===== src/rtl/debug_interface_v2.sv =====
// -----------------------------------------------------------------------------
// debug_interface_v2
//
// Debug capture port for the VGA control path. While debug mode is enabled,
// every newly validated 9-bit command frame is snapshotted together with the
// 4-bit data register value present at the same clock edge. Both snapshots are
// held on registered outputs for LEDs or a logic analyser. With debug mode
// disabled the outputs read zero and incoming frames are ignored.
//
// Ports:
//   clk          in   1  system clock, rising edge
//   rst          in   1  asynchronous active-high reset
//   debug        in   1  debug mode enable (level)
//   frame_valid  in   1  frame strobe, may be high for one or more cycles
//   frame        in   9  received command frame (opaque)
//   data_out     in   4  current downstream data register contents
//   debug_frame  out  9  last frame captured in debug mode (registered)
//   debug_reg    out  4  data_out captured with that frame (registered)
// -----------------------------------------------------------------------------
module debug_interface_v2 (
    input  logic       clk,
    input  logic       rst,
    input  logic       debug,
    input  logic       frame_valid,
    input  logic [8:0] frame,
    input  logic [3:0] data_out,
    output logic [8:0] debug_frame,
    output logic [3:0] debug_reg
);

    typedef enum logic [0:0] {
        ST_OFF   = 1'b0,
        ST_ARMED = 1'b1
    } state_t;

    state_t state_r;
    logic   fv_r;       // registered copy of frame_valid
    logic   fv_rise_s;  // first cycle of a frame_valid pulse

    // One capture per pulse, however long frame_valid stays high.
    assign fv_rise_s = frame_valid & ~fv_r;

    // Mode FSM, strobe history and captured outputs. Capture is decided by
    // debug as sampled at this edge rather than by the current state, so a
    // strobe coinciding with debug rising is still captured and a strobe
    // coinciding with debug falling is not.
    always_ff @(posedge clk or posedge rst) begin
        if (rst) begin
            state_r     <= ST_OFF;
            fv_r        <= 1'b0;
            debug_frame <= 9'h000;
            debug_reg   <= 4'h0;
        end else begin
            fv_r <= frame_valid;

            case (state_r)
                ST_OFF: begin
                    if (debug) begin
                        state_r <= ST_ARMED;
                    end else begin
                        state_r <= ST_OFF;
                    end
                end
                ST_ARMED: begin
                    if (debug) begin
                        state_r <= ST_ARMED;
                    end else begin
                        state_r <= ST_OFF;
                    end
                end
                default: begin
                    state_r <= ST_OFF;
                end
            endcase

            if (!debug) begin
                debug_frame <= 9'h000;
                debug_reg   <= 4'h0;
            end else if (fv_rise_s) begin
                debug_frame <= frame;
                debug_reg   <= data_out;
            end else begin
                debug_frame <= debug_frame;
                debug_reg   <= debug_reg;
            end
        end
    end

endmodule


===== config.mk =====
export PLATFORM = sky130hd
export DESIGN_NAME = debug_interface_v2
export DESIGN_NICKNAME = d
export VERILOG_FILES = /design/src/rtl/debug_interface_v2.sv
export SDC_FILE = /design/constraint.sdc
export NUM_CORES = 1
export LEC_CHECK = 0
export BUFFER_PORTS_ARGS = -buffer_cell sky130_fd_sc_hd__buf_2
export CAP_MARGIN = 15
export CORE_MARGIN = 2
export CORE_UTILIZATION = 47
export CTS_CLUSTER_SIZE = 24
export DETAILED_ROUTE_END_ITERATION = 12
export PLACE_DENSITY = 0.8
export SLEW_MARGIN = 30
export SYNTH_ARGS = -nofsm -noshare
export SYNTH_HDL_FRONTEND = slang
export SYNTH_SLANG_ARGS = --single-unit
export TNS_END_PERCENT = 30

===== constraint.sdc =====
create_clock -name clk -period 2.22 [get_ports clk]
set_input_delay 0.222 -clock clk [delete_from_list [all_inputs] [get_ports clk]]
set_output_delay 0.222 -clock clk [all_outputs]
set_load 0.05 [all_outputs]

* Word-level counts from Yosys, hierarchy flattened
Index checks and enable logic that the tools add are counted.
** Storage, ports and cells
- Register bits after elaboration :: 14
- Input port bits :: 17
- RAM bits :: 0
- Bits in read-only memories :: 0
- Output and inout port bits :: 13
- Memories :: 0
- Latch bits :: 0
** Cells by class
- Multiplexer cells :: 4
- $add $sub $neg :: 0
- Reductions and logical operators :: 0
- Divide/modulo/power cells :: 0
- Order comparisons :: 0
- $mul :: 0
- Equality and inequality tests :: 1
- Shift operators :: 0
- Bitwise operators :: 2
** Operators with widths (number)
- $mux W9 :: 2
- $mux W4 :: 2
- $ne A2 B1 Y1 const B :: 1
- $and A1 B1 Y1 :: 1
- $not A1 Y1 :: 1

* Depth between registers and ports, before layout
Gate-level depths: netlist of the first run.
- Depth in word-level cells :: 4
- Depth in mapped cells :: 4

* Worst setup path before layout of the first run
No wires, ideal clock.
- Kind :: register -> register
- Start :: reg fv_r
- End :: reg debug_frame[0]
- Period minus slack after synthesis :: 0.962 ns
- Path slack :: 1.258 ns
- Cell stages (with the launch flop) :: 5
- Required time :: 2.141 ns
- Arrival :: 0.883 ns
- Setup time :: 0.079 ns
- Cells stage by stage :: dfrtp_1 > nor2b_4 > buf_6 > buf_12 > mux2i_1
** Between the ends
- Word-level cells in the longest chain between the ends :: 3
** Ends and longest elaborated chain
- start, declared :: RTL line 37 : logic fv_r;
- start signal, assigned :: RTL line 54 : fv_r <= frame_valid;
- $not A1 Y1 :: RTL line 41 : assign fv_rise_s = frame_valid & ~fv_r;
- $and A1 B1 Y1 :: RTL line 41
- $ne A2 B1 Y1 (no source line)
- end signal, assigned :: RTL line 80 : debug_frame <= frame;
- end signal, assigned :: RTL line 83 : debug_frame <= debug_frame;
- end, declared :: RTL line 27 : output logic [8:0] debug_frame,
No other way between the ends.
A chain may end at the register's enable or synchronous reset.

* Worst setup path after layout of the first run
- Start :: reg fv_r
- End :: reg debug_frame[3]
The elaborated chain is that of the path after synthesis.

==> summary.md, run 1 <==
| Metric | Value |
|---|---|
| Vias | around 490 |
| Total CTS buffers | 3 |
| Mapped Area | around 640 um2 |
| Synth cell count leaders | nand2_1 (26), dfrtp_1 (14), mux2i_1 (13) |
| Final wirelength | approximately 1.2 mm |
| Max-cap violations | 0 |
| Hold path endpoint | fv_r$_DFF_PP0_ |
| Worst skew pair latency | between 200 and 300 ps |
| Post-route setup TNS | 0 ps |
| Max Slew Vio Count | 0 |
| FP Rows | 13 |
| Arrival time at the worst endpoint | around 1300 ps |
| IO buf count | 29 |
| H-Tree Depth | 1 |
| Max Root-Sink Buffers | 2 |
| Top_reg_cell synth | dfrtp_1 |
| Synth cell types | 9 |
| Share of the synthesized area in the top cell type | approximately 54% |
| Router iterations before antenna repair | 3 |
| Area leader, netlist | dfrtp_1 |
| Vias per cell | 4.68 |
| Die area | about 1700 um2 |
| Worst hold path class | input pin to flop |
| Final Cycle Share | about half |
| Pwr dens | about 700 nW/um2 |
| Wire per inst | ~11 um |
| Largest stage delay, worst path | approximately 410 ps |
| GRT Total Usage | ~17% |
| First-pass GRT wire length | ~1.8 mm |
| RR Startpoint | fv_r$_DFF_PP0_ |
| CTS resizes | 0 |
| Clk slew on worst S/H paths | roughly 80 ps |
| Final Setup Violations | 0 |
| CP startpoint | fv_r$_DFF_PP0_ |
| CP Class | flop to flop |
| Vias in the first global route | slightly above 400 |
| Setup slack, reg-to-reg | approximately 1100 ps |
| Starting Density | about half |
| Relative slew margins | 65.5% |
| Mapped Cells | 60 |
| Status | completed |
| Max FFs per register | 9 |
| Critical path capture point type | flop |
| Post-synthesis sequential area ratio | a little over half |
| Die height | around 40 um |
| Req. time, crit path | roughly 2400 ps |
| Final net count | around 110 |
| # IOs | 30 |
| FFs w/ async S/R, synth | 100% |
| Critical R2R Capture | debug_frame[3]$_DFFE_PP0P_ |
| CTS Sinks | 14 |
| Crit-path max FO | 13 |
| Top-count cell post-synth | nand2_1 |
| Core ar. | 1280 um2 |
| Worst reg2reg path depth | 2 |
| Number of flops mapped to enable cells by yosys | 0 |
| Minimum clock period | 1130 ps |
| Initial antenna violation count | 0 |
| Clock Skews | slightly above 3 ps |
| RSZ-0062 raised after global routing | false |
| Antenna Nets Post-Route | 0 |
| Flops & latches, synth | 14 |
| Drt initial violations | 7 |
| Max Clock Freq | slightly below 0.9 GHz |
| Hold Fails Final Rpt | 0 |
| Critical Path, Cell by Cell | nor2b_4 -> mux2i_1 |
| Hold path startpoint | frame_valid |
| Gr ovfl total | 0 |
| Mean cell area of the mapped netlist | between 10 and 15 um2 |
| Startpoint Class | flop |
| Gpl congestion | 0.619 |
| Horiz. Die Dim | around 41 um |
| Antenna fix cells | 0 |
| Leak Pwr | 0.000448 uW |
| Crit-path slowest cell | nor2b_4 |
| Syn. warnings | 0 |
| CTS root buf | clkbuf_4 |
| CTS tree | yes |
| Ratio of cells with drive above 1 in the final layout | a little under two fifths |
| DRC viols | 0 |
| Worst vdd ir | 0.000386 V |
| Syn nets | 77 |
| Total power draw | around 560 uW |
| Area Overhead vs Synth | 25.0% |
| Top post-synthesis cells by area | dfrtp_1 (54%), mux2i_1 (20%), nand2_1 (15%) |
| Largest net degree at the start of global routing | 27 |
| Slew @ Worst Pin | around 520 ps |
| Worst hold path depth | 1 |
[repair_timing]
action                    CTS  global route
hold buffers                1             0
hold endpoints to repair   14             0
setup buffers               0             0
[per-stage QoR]
step                      cell area, um2  std cells  hold WS, ps  worst slack [ps]  utilization [%]
after floorplan                      644         60          111              1260                -
after global placement               759         99          272              1130             59.1
after detailed placement             759         99          285              1100             59.1
after CTS                            806        104         60.6              1070             62.7
after global routing                 806        104         65.1               995             62.7
final                                806        104         65.9              1090             62.7
[worst max path at each step]
stage / endpoint / slack [ps] / depth (start not counted)
global route: debug_frame[6]$_DFFE_PP0P_ / 1000 / 2
finish: debug_frame[3]$_DFFE_PP0P_ / 1090 / 2
global placement: debug_frame[4]$_DFFE_PP0P_ / 1130 / 2
detailed placement: debug_frame[3]$_DFFE_PP0P_ / 1100 / 2
floorplan: debug_frame[0]$_DFFE_PP0P_ / 1260 / 4
CTS: debug_frame[3]$_DFFE_PP0P_ / 1070 / 2
[critical path: cells and delay by family (launching register included)]
kind,cells,cell delay [ps]
mux,1,250
flops,1,400
simple gates,1,410
[cells by family (layout without fill, tap and decap cells)]
| logic type | count (synthesis) | count (layout) | share of synthesized area [%] |
|---|---|---|---|
| buffers and inverters | 6 | 35 | 8.16 |
| flip-flops | 14 | 14 | 54.4 |
| multiplexers | 13 | 13 | 20.2 |
| AND/OR/NAND/NOR | 27 | 27 | 17.3 |
[cells in the final DEF (no fill, tap or decap), drive strengths merged]
cell type / instances
nand2: 26
clkbuf: 4
mux2i: 13
dlygate4sd3: 1
nor2b: 1
buf: 29
dfrtp: 14
inv: 1
[final cells by class]
| class | count | area [um2] |
|---|---|---|
| Clock buffer | 4 | 36.3 |
| Fill cell | 116 | 479 |
| Inverter | 1 | 3.75 |
| Multi-Input combinational cell | 40 | 241 |
| Sequential cell | 14 | 350 |
| Tap cell | 15 | 18.8 |
| Timing Repair Buffer | 30 | 155 |
[report_power, final]
part / internal (uW) / leakage (uW) / switching, uW
sequential: 267 / 0.000188 / 6.33
clock: 99.8 / 0.0000210 / 80.8
combinational: 32.8 / 0.000239 / 74.0
total: 400 / 0.000448 / 161
[routing by layer]
metal / share of wire [%] / GRT usage [%]
met1: 45 / 22.3
met2: 46 / 25.4
met3: 6.4 / 3.26
met4: 2.5 / 12.5
met5: 0 / 0
(Power assumes the default switching activity.)
==> inputs of run 2 (changes only) <==
Settings changed: ABC_AREA set to 1, CORE_UTILIZATION 47 to 38, PLACE_DENSITY 0.8 to 0.7.
Clock period 2.22 ns to 0.9 ns, I/O delays scaled along.
==> summary.md, run 2 <==
| Metric | Value |
|---|---|
| Hold path startpoint | frame[2] |
| Hold Fails Final Rpt | 0 |
| Initial antenna violation count | 0 |
| Final wirelength | 1.55 mm |
| Minimum clock period | between 900 and 1000 ps |
| Horiz. Die Dim | roughly 44 um |
| Area leader, netlist | dfrtp_1 |
| Area Overhead vs Synth | 50.2% |
| Die area | approximately 1900 um2 |
| Req. time, crit path | 810 ps |
| Startpoint Class | flop |
| Largest stage delay, worst path | 410 ps |
| Gate power share | 23.7% |
| Max Root-Sink Buffers | 2 |
| Antenna Nets Post-Route | 0 |
| Number of flops mapped to enable cells by yosys | 0 |
| DRC viols | 0 |
| Ratio of cells with drive above 1 in the final layout | ~44% |
| CP Class | flop to output port |
| Total power draw | 1330 uW |
| Flops & latches, synth | 14 |
| Met1 Resource Use GR | slightly below 20% |
| Switching pwr | 402 uW |
| GR Util met3 | under 10% |
| Relative slew margins | between 60% and 70% |
| Finished Layout Cells | around 110 |
| Router iterations before antenna repair | 4 |
| Critical path capture point type | output port |
| FFs w/ async S/R, synth | between 90% and 100% |
| CTS Sinks | 14 |
| Internal power | a little over 900 uW |
| Final Cycle Share | 103% |
| Final net count | ~120 |
| Status | finished, violations left |
| Commonest non-fill, non-tap cell in the layout | buf_2 |
| Hold_ws | 68.6 ps |
| Met2 Use GR | between 20% and 30% |
| Worst vdd ir | between 0.0006 and 0.0007 V |
| Drt initial violations | 15 |
| Largest delay share family, worst path | flip-flops |
| Wire per inst | approximately 14 um |
| Pwr dens | between 1000 and 1500 nW/um2 |
| GRT Total Usage | 15.6% |
| CTS root buf | clkbuf_4 |
| Vias in the first global route | 502 |
| RSZ-0062 raised after global routing | true |
| Die height | 44 um |
| First-pass GRT wire length | between 2 and 2.5 mm |
| Clock network power share | between 20% and 30% |
| Syn. warnings | 0 |
| Clk slew on worst S/H paths | about 80 ps |
| Worst skew pair latency | roughly 270 ps |
| CTS tree | yes |
| Mean cell area of the mapped netlist | a little under 10 um2 |
| Critical Path, Cell by Cell | buf_6 |
| Max Slew Vio Count | 0 |
| Core ar. | 1510 um2 |
| Crit-path max FO | 2 |
| Buffers & Inverters on Critical Path | 1 |
| Failing checks | setup timing |
| Post-synthesis sequential area ratio | ~58% |
| Top-count cell post-synth | dfrtp_1 |
| Vias per cell | between 5 and 6 |
| Top post-synthesis cells by area | dfrtp_1 (58%), nand4_1 (13%), nand3_1 (11%) |
| Final Setup Violations | 13 |
| Total CTS buffers | 3 |
| # IOs | 30 |
| Post-DP HPWL | 935 um |
| Antenna fix cells | 0 |
| Post-route setup slack | -27.6 ps |
| Mapped Area | 608 um2 |
| Max Clock Freq | around 1.1 GHz |
| Max FFs per register | 9 |
| Slew @ Worst Pin | about 520 ps |
| Placed Instances | just over 100 |
| IO buf count | 29 |
| H-Tree Depth | 1 |
| Gpl congestion | roughly 0.69 |
| Synth cell count leaders | dfrtp_1 (14), nand2_1 (13), nand3_1 (13), nand4_1 (13), buf_4 (5) |
| Crit-path slowest cell | dfrtp_1 |
| CP startpoint | debug_reg[2]$_DFFE_PP0P_ |
| Dpl cell area | 732 um2 |
| Leak Pwr | around 0.00052 uW |
| RR Startpoint | fv_r$_DFF_PP0_ |
| Top_reg_cell synth | dfrtp_1 |
| Seq pwr share | between 50 and 60% |
| Synth cell types | 8 |
| FP Rows | 14 |
| Mapped Cells | 62 |
| Most frequent cells in the layout | buf_2 (16), dfrtp_1 (14), buf_6 (14) |
| Vias | ~610 |
| Arrival time at the worst endpoint | between 800 and 900 ps |
| Starting Density | between 40% and 50% |
| Clock Skews | approximately 4.3 ps |
| Gr ovfl total | 0 |
| Largest net degree at the start of global routing | 27 |
| Final Instance Area | ~910 um2 |
| Max-cap violations | 0 |
| Pre-CTS WS | roughly 24 ps |
| Share of the synthesized area in the top cell type | around 58% |
| GR peak layer | met2 |
| Syn nets | 79 |
| Switching part of the total power | a little under a third |
| Worst hold path class | input pin to flop |
==> run 2: per-stage QoR <==
stage	util, %	TNS (ps)
floorplan	-	0
global placement	48.6	0
detailed placement	48.6	0
CTS	56.6	-322
global route	60.6	-625
finish	60.6	-191
==> run 2: power by group through the flow <==
stage | Clock, uW | Combinational [uW] | Sequential [uW]
finish | 338 | 316 | 679
global route | 376 | 334 | 681
CTS | 348 | 287 | 679
detailed placement | 0 | 248 | 685
global placement | 0 | 245 | 684
floorplan | 0 | 85.0 | 781
==> run 2: layout make-up <==
type / instances / area (um2)
clock buffers: 3 / 22.5
inverters: 2 / 7.51
flip-flops and latches: 14 / 350
fillers: 122 / 593
well taps: 16 / 20.0
repair buffers: 38 / 300
multi-input cells: 41 / 213
==> run 2: logic make-up (layout without fill, tap and decap cells) <==
group         Yosys count  after routing  share of synthesized area (%)
simple gates           40             41                           33.1
flops                  14             14                           57.6
buf+inv                 8             43                           9.26
==> run 2: final timing paths <==
| check | endpoint | slack [ps] | cells after the start |
|---|---|---|---|
| setup / recovery | debug_reg[2] | -30 | 1 |
| hold / removal | debug_frame[2]$_DFFE_PP0P_ | 70 | 3 |
| setup reg to reg | debug_frame[8]$_DFFE_PP0P_ | 10 | 4 |
| hold reg to reg | debug_frame[6]$_DFFE_PP0P_ | 530 | 2 |
| max in group asynchronous | debug_frame[5]$_DFFE_PP0P_ | 160 | 3 |
| min in group asynchronous | debug_frame[6]$_DFFE_PP0P_ | 390 | 3 |
==> run 2: timing repair <==
action	4_1_cts	5_1_grt
setup buffers	1	5
pin swaps	0	1
hold buffers	1	0
gates resized for setup	26	5
setup endpoints to repair	13	24
gates cloned	0	2
endpoints found under the hold margin	14	0
==> run 2: worst min-delay path, stage by stage <==
cell and delay, ps:
buf_2 70, nand4_1 80, nand2_1 70
==> run 2: metal layers <==
layer  share of wire (%)  vias up
li1                    -      296
met1                  42      286
met2                  51       25
met3                 4.4        4
met4                 2.1        0
met5                   0        -
==> inputs of run 3 (changes only) <==
==> constraint.sdc (replaced) <==
create_clock -name clk -period 0.9 [get_ports clk]
set_input_delay 0.045 -clock clk [delete_from_list [all_inputs] [get_ports clk]]
set_output_delay 0.045 -clock clk [all_outputs]
set_load 0.05 [all_outputs]
==> summary.md, run 3 (synthesis gave the netlist of run 2 again) <==
| Metric | Value |
|---|---|
| Area Overhead vs Synth | 49.6% |
| # IOs | 30 |
| Max FFs per register | 9 |
| Worst hold path class | input pin to flop |
| Drt initial violations | 6 |
| Failing checks | setup timing |
| Pwr dens | approximately 1600 nW/um2 |
| CTS tree | yes |
| Clk slew on worst S/H paths | 90 ps |
| CP Class | flop to flop |
| Worst skew pair latency | 270 ps |
| Critical R2R Capture | debug_frame[0]$_DFFE_PP0P_ |
| Relative slew margins | between 60% and 70% |
| Clock Skews | roughly 1.1 ps |
| Arrival time at the worst endpoint | 1120 ps |
| Max Slew Vio Count | 0 |
| Post-route setup slack | -2.60 ps |
| Seq pwr share | a little under half |
| Most frequent cells in the layout | buf_2 (16), dfrtp_1 (14), buf_6 (14) |
| Fill cells | ~130 |
| Crit-path max FO | 5 |
| Max Root-Sink Buffers | 2 |
| CTS Sinks | 14 |
| Wire per inst | roughly 13 um |
| First-pass GRT wire length | ~2.3 mm |
| DRC viols | 0 |
| Critical path capture point type | flop |
| Die area | ~1900 um2 |
| Commonest non-fill, non-tap cell in the layout | buf_2 |
| Antenna Nets Post-Route | 0 |
| CTS root buf | clkbuf_4 |
| Switching pwr | roughly 420 uW |
| Vias per cell | ~5.3 |
| Gate power share | between 20% and 30% |
| Total power draw | between 1000 and 1500 uW |
| Setup crit end | debug_frame[0]$_DFFE_PP0P_ |
| Leak Pwr | roughly 0.00050 uW |
| Gpl congestion | 0.721 |
| H-Tree Depth | 1 |
| Largest net degree at the start of global routing | 27 |
| Status | finished, violations left |
| Total CTS buffers | 3 |
| GRT Total Usage | between 10% and 20% |
| RSZ-0062 raised after global routing | true |
| Post-route setup TNS | -2.60 ps |
| Largest stage delay, worst path | 410 ps |
| Post-DP HPWL | 948 um |
| Switching part of the total power | 29.4% |
| Final Cycle Share | 100% |
| Minimum clock period | between 900 and 1000 ps |
| Crit-path slowest cell | dfrtp_1 |
| FP Rows | 14 |
| Antenna fix cells | 0 |
| Setup slack, reg-to-reg | -3 ps |
| Max Clock Freq | 1.11 GHz |
| IO buf count | 29 |
| Initial antenna violation count | 0 |
| Router iterations before antenna repair | 6 |
| Gr ovfl total | 0 |
| Starting Density | between 40% and 50% |
| Hold Fails Final Rpt | 0 |
| Clock network power share | 31.4% |
| Worst reg2reg path depth | 4 |
| Slew @ Worst Pin | 514 ps |
| Buffers & Inverters on Critical Path | 2 |
| Horiz. Die Dim | 44 um |
| Ratio of cells with drive above 1 in the final layout | 42.1% |
| Final wirelength | between 1 and 1.5 mm |
| Final net count | roughly 110 |
| Critical Path, Cell by Cell | inv_4 -> buf_4 -> nand4_1 -> nand2_1 |
| Max-cap violations | 0 |
| Final Setup Violations | 1 |
| Core ar. | between 1500 and 2000 um2 |
| CP startpoint | fv_r$_DFF_PP0_ |
| Vias in the first global route | between 500 and 600 |
| Largest delay share family, worst path | flip-flops |
| Vias | 588 |
| Die height | between 40 and 50 um |
| Startpoint Class | flop |
| RR Startpoint | fv_r$_DFF_PP0_ |
| Critical path depth in cells | 4 |
| Req. time, crit path | approximately 1100 ps |
| Internal power | 1020 uW |
| Worst vdd ir | around 0.00096 V |
-- run 3: worst min path at each step --
stage	cells past startpoint	end	startpoint
2_1_floorplan	1	debug_frame[0]$_DFFE_PP0P_	rst
3_3_place_gp	2	debug_frame[5]$_DFFE_PP0P_	rst
3_5_place_dp	2	debug_frame[5]$_DFFE_PP0P_	rst
4_1_cts	3	debug_frame[2]$_DFFE_PP0P_	frame[2]
5_1_grt	3	debug_frame[6]$_DFFE_PP0P_	frame[6]
6_report	3	debug_frame[1]$_DFFE_PP0P_	frame[1]
-- run 3: cell type report --
class                           instances  area (um2)  share of cell area (%)
Sequential cell                        14         350                    38.5
Timing Repair Buffer                   35         278                    30.5
Multi-Input combinational cell         40         215                    23.7
Clock buffer                            4        36.3                    3.99
Tap cell                               16        20.0                    2.20
Inverter                                2        10.0                    1.10
-- run 3: through the flow --
stage	cells	utilization, %	hold slack (ps)	setup WS (ps)	cell area [um2]
after floorplan	62	-	-65.8	9.76	608
after global placement	103	49.1	109	31.0	739
after detailed placement	103	49.1	109	-19.7	739
after CTS	108	57.4	10.1	-1.24	865
after global routing	111	60.4	13.8	-29.8	910
final	111	60.4	16.9	-2.60	910
-- run 3: worst register-to-register path: cells and delay by family, from the launching register on --
kind                   cells  cell delay [ps]
buffers and inverters      2              260
DFF                        1              410
and+or+nand+nor            2              170
-- run 3: what timing repair did --
item	in CTS	in global routing
pin swaps	0	6
cloned	0	1
resized for setup	26	6
hold endpoints to repair	14	0
hold buffers	1	0
setup endpoints to repair	26	25
buffers inserted	0	2
-- run 3: routing by layer --
layer	vias to the layer above	global-route usage [%]	wire length, um
li1	284	-	-
met1	279	22.4	630
met2	23	22.6	727
met3	2	4.17	83
met4	0	7.27	15
met5	-	0	0
-- run 3: power by group through the flow --
stage | sequential, uW | clock (uW) | combinational (uW)
2_1_floorplan | 781 | 0 | 85.0
3_3_place_gp | 684 | 0 | 249
3_5_place_dp | 684 | 0 | 252
4_1_cts | 678 | 462 | 289
5_1_grt | 683 | 484 | 329
6_report | 680 | 452 | 307
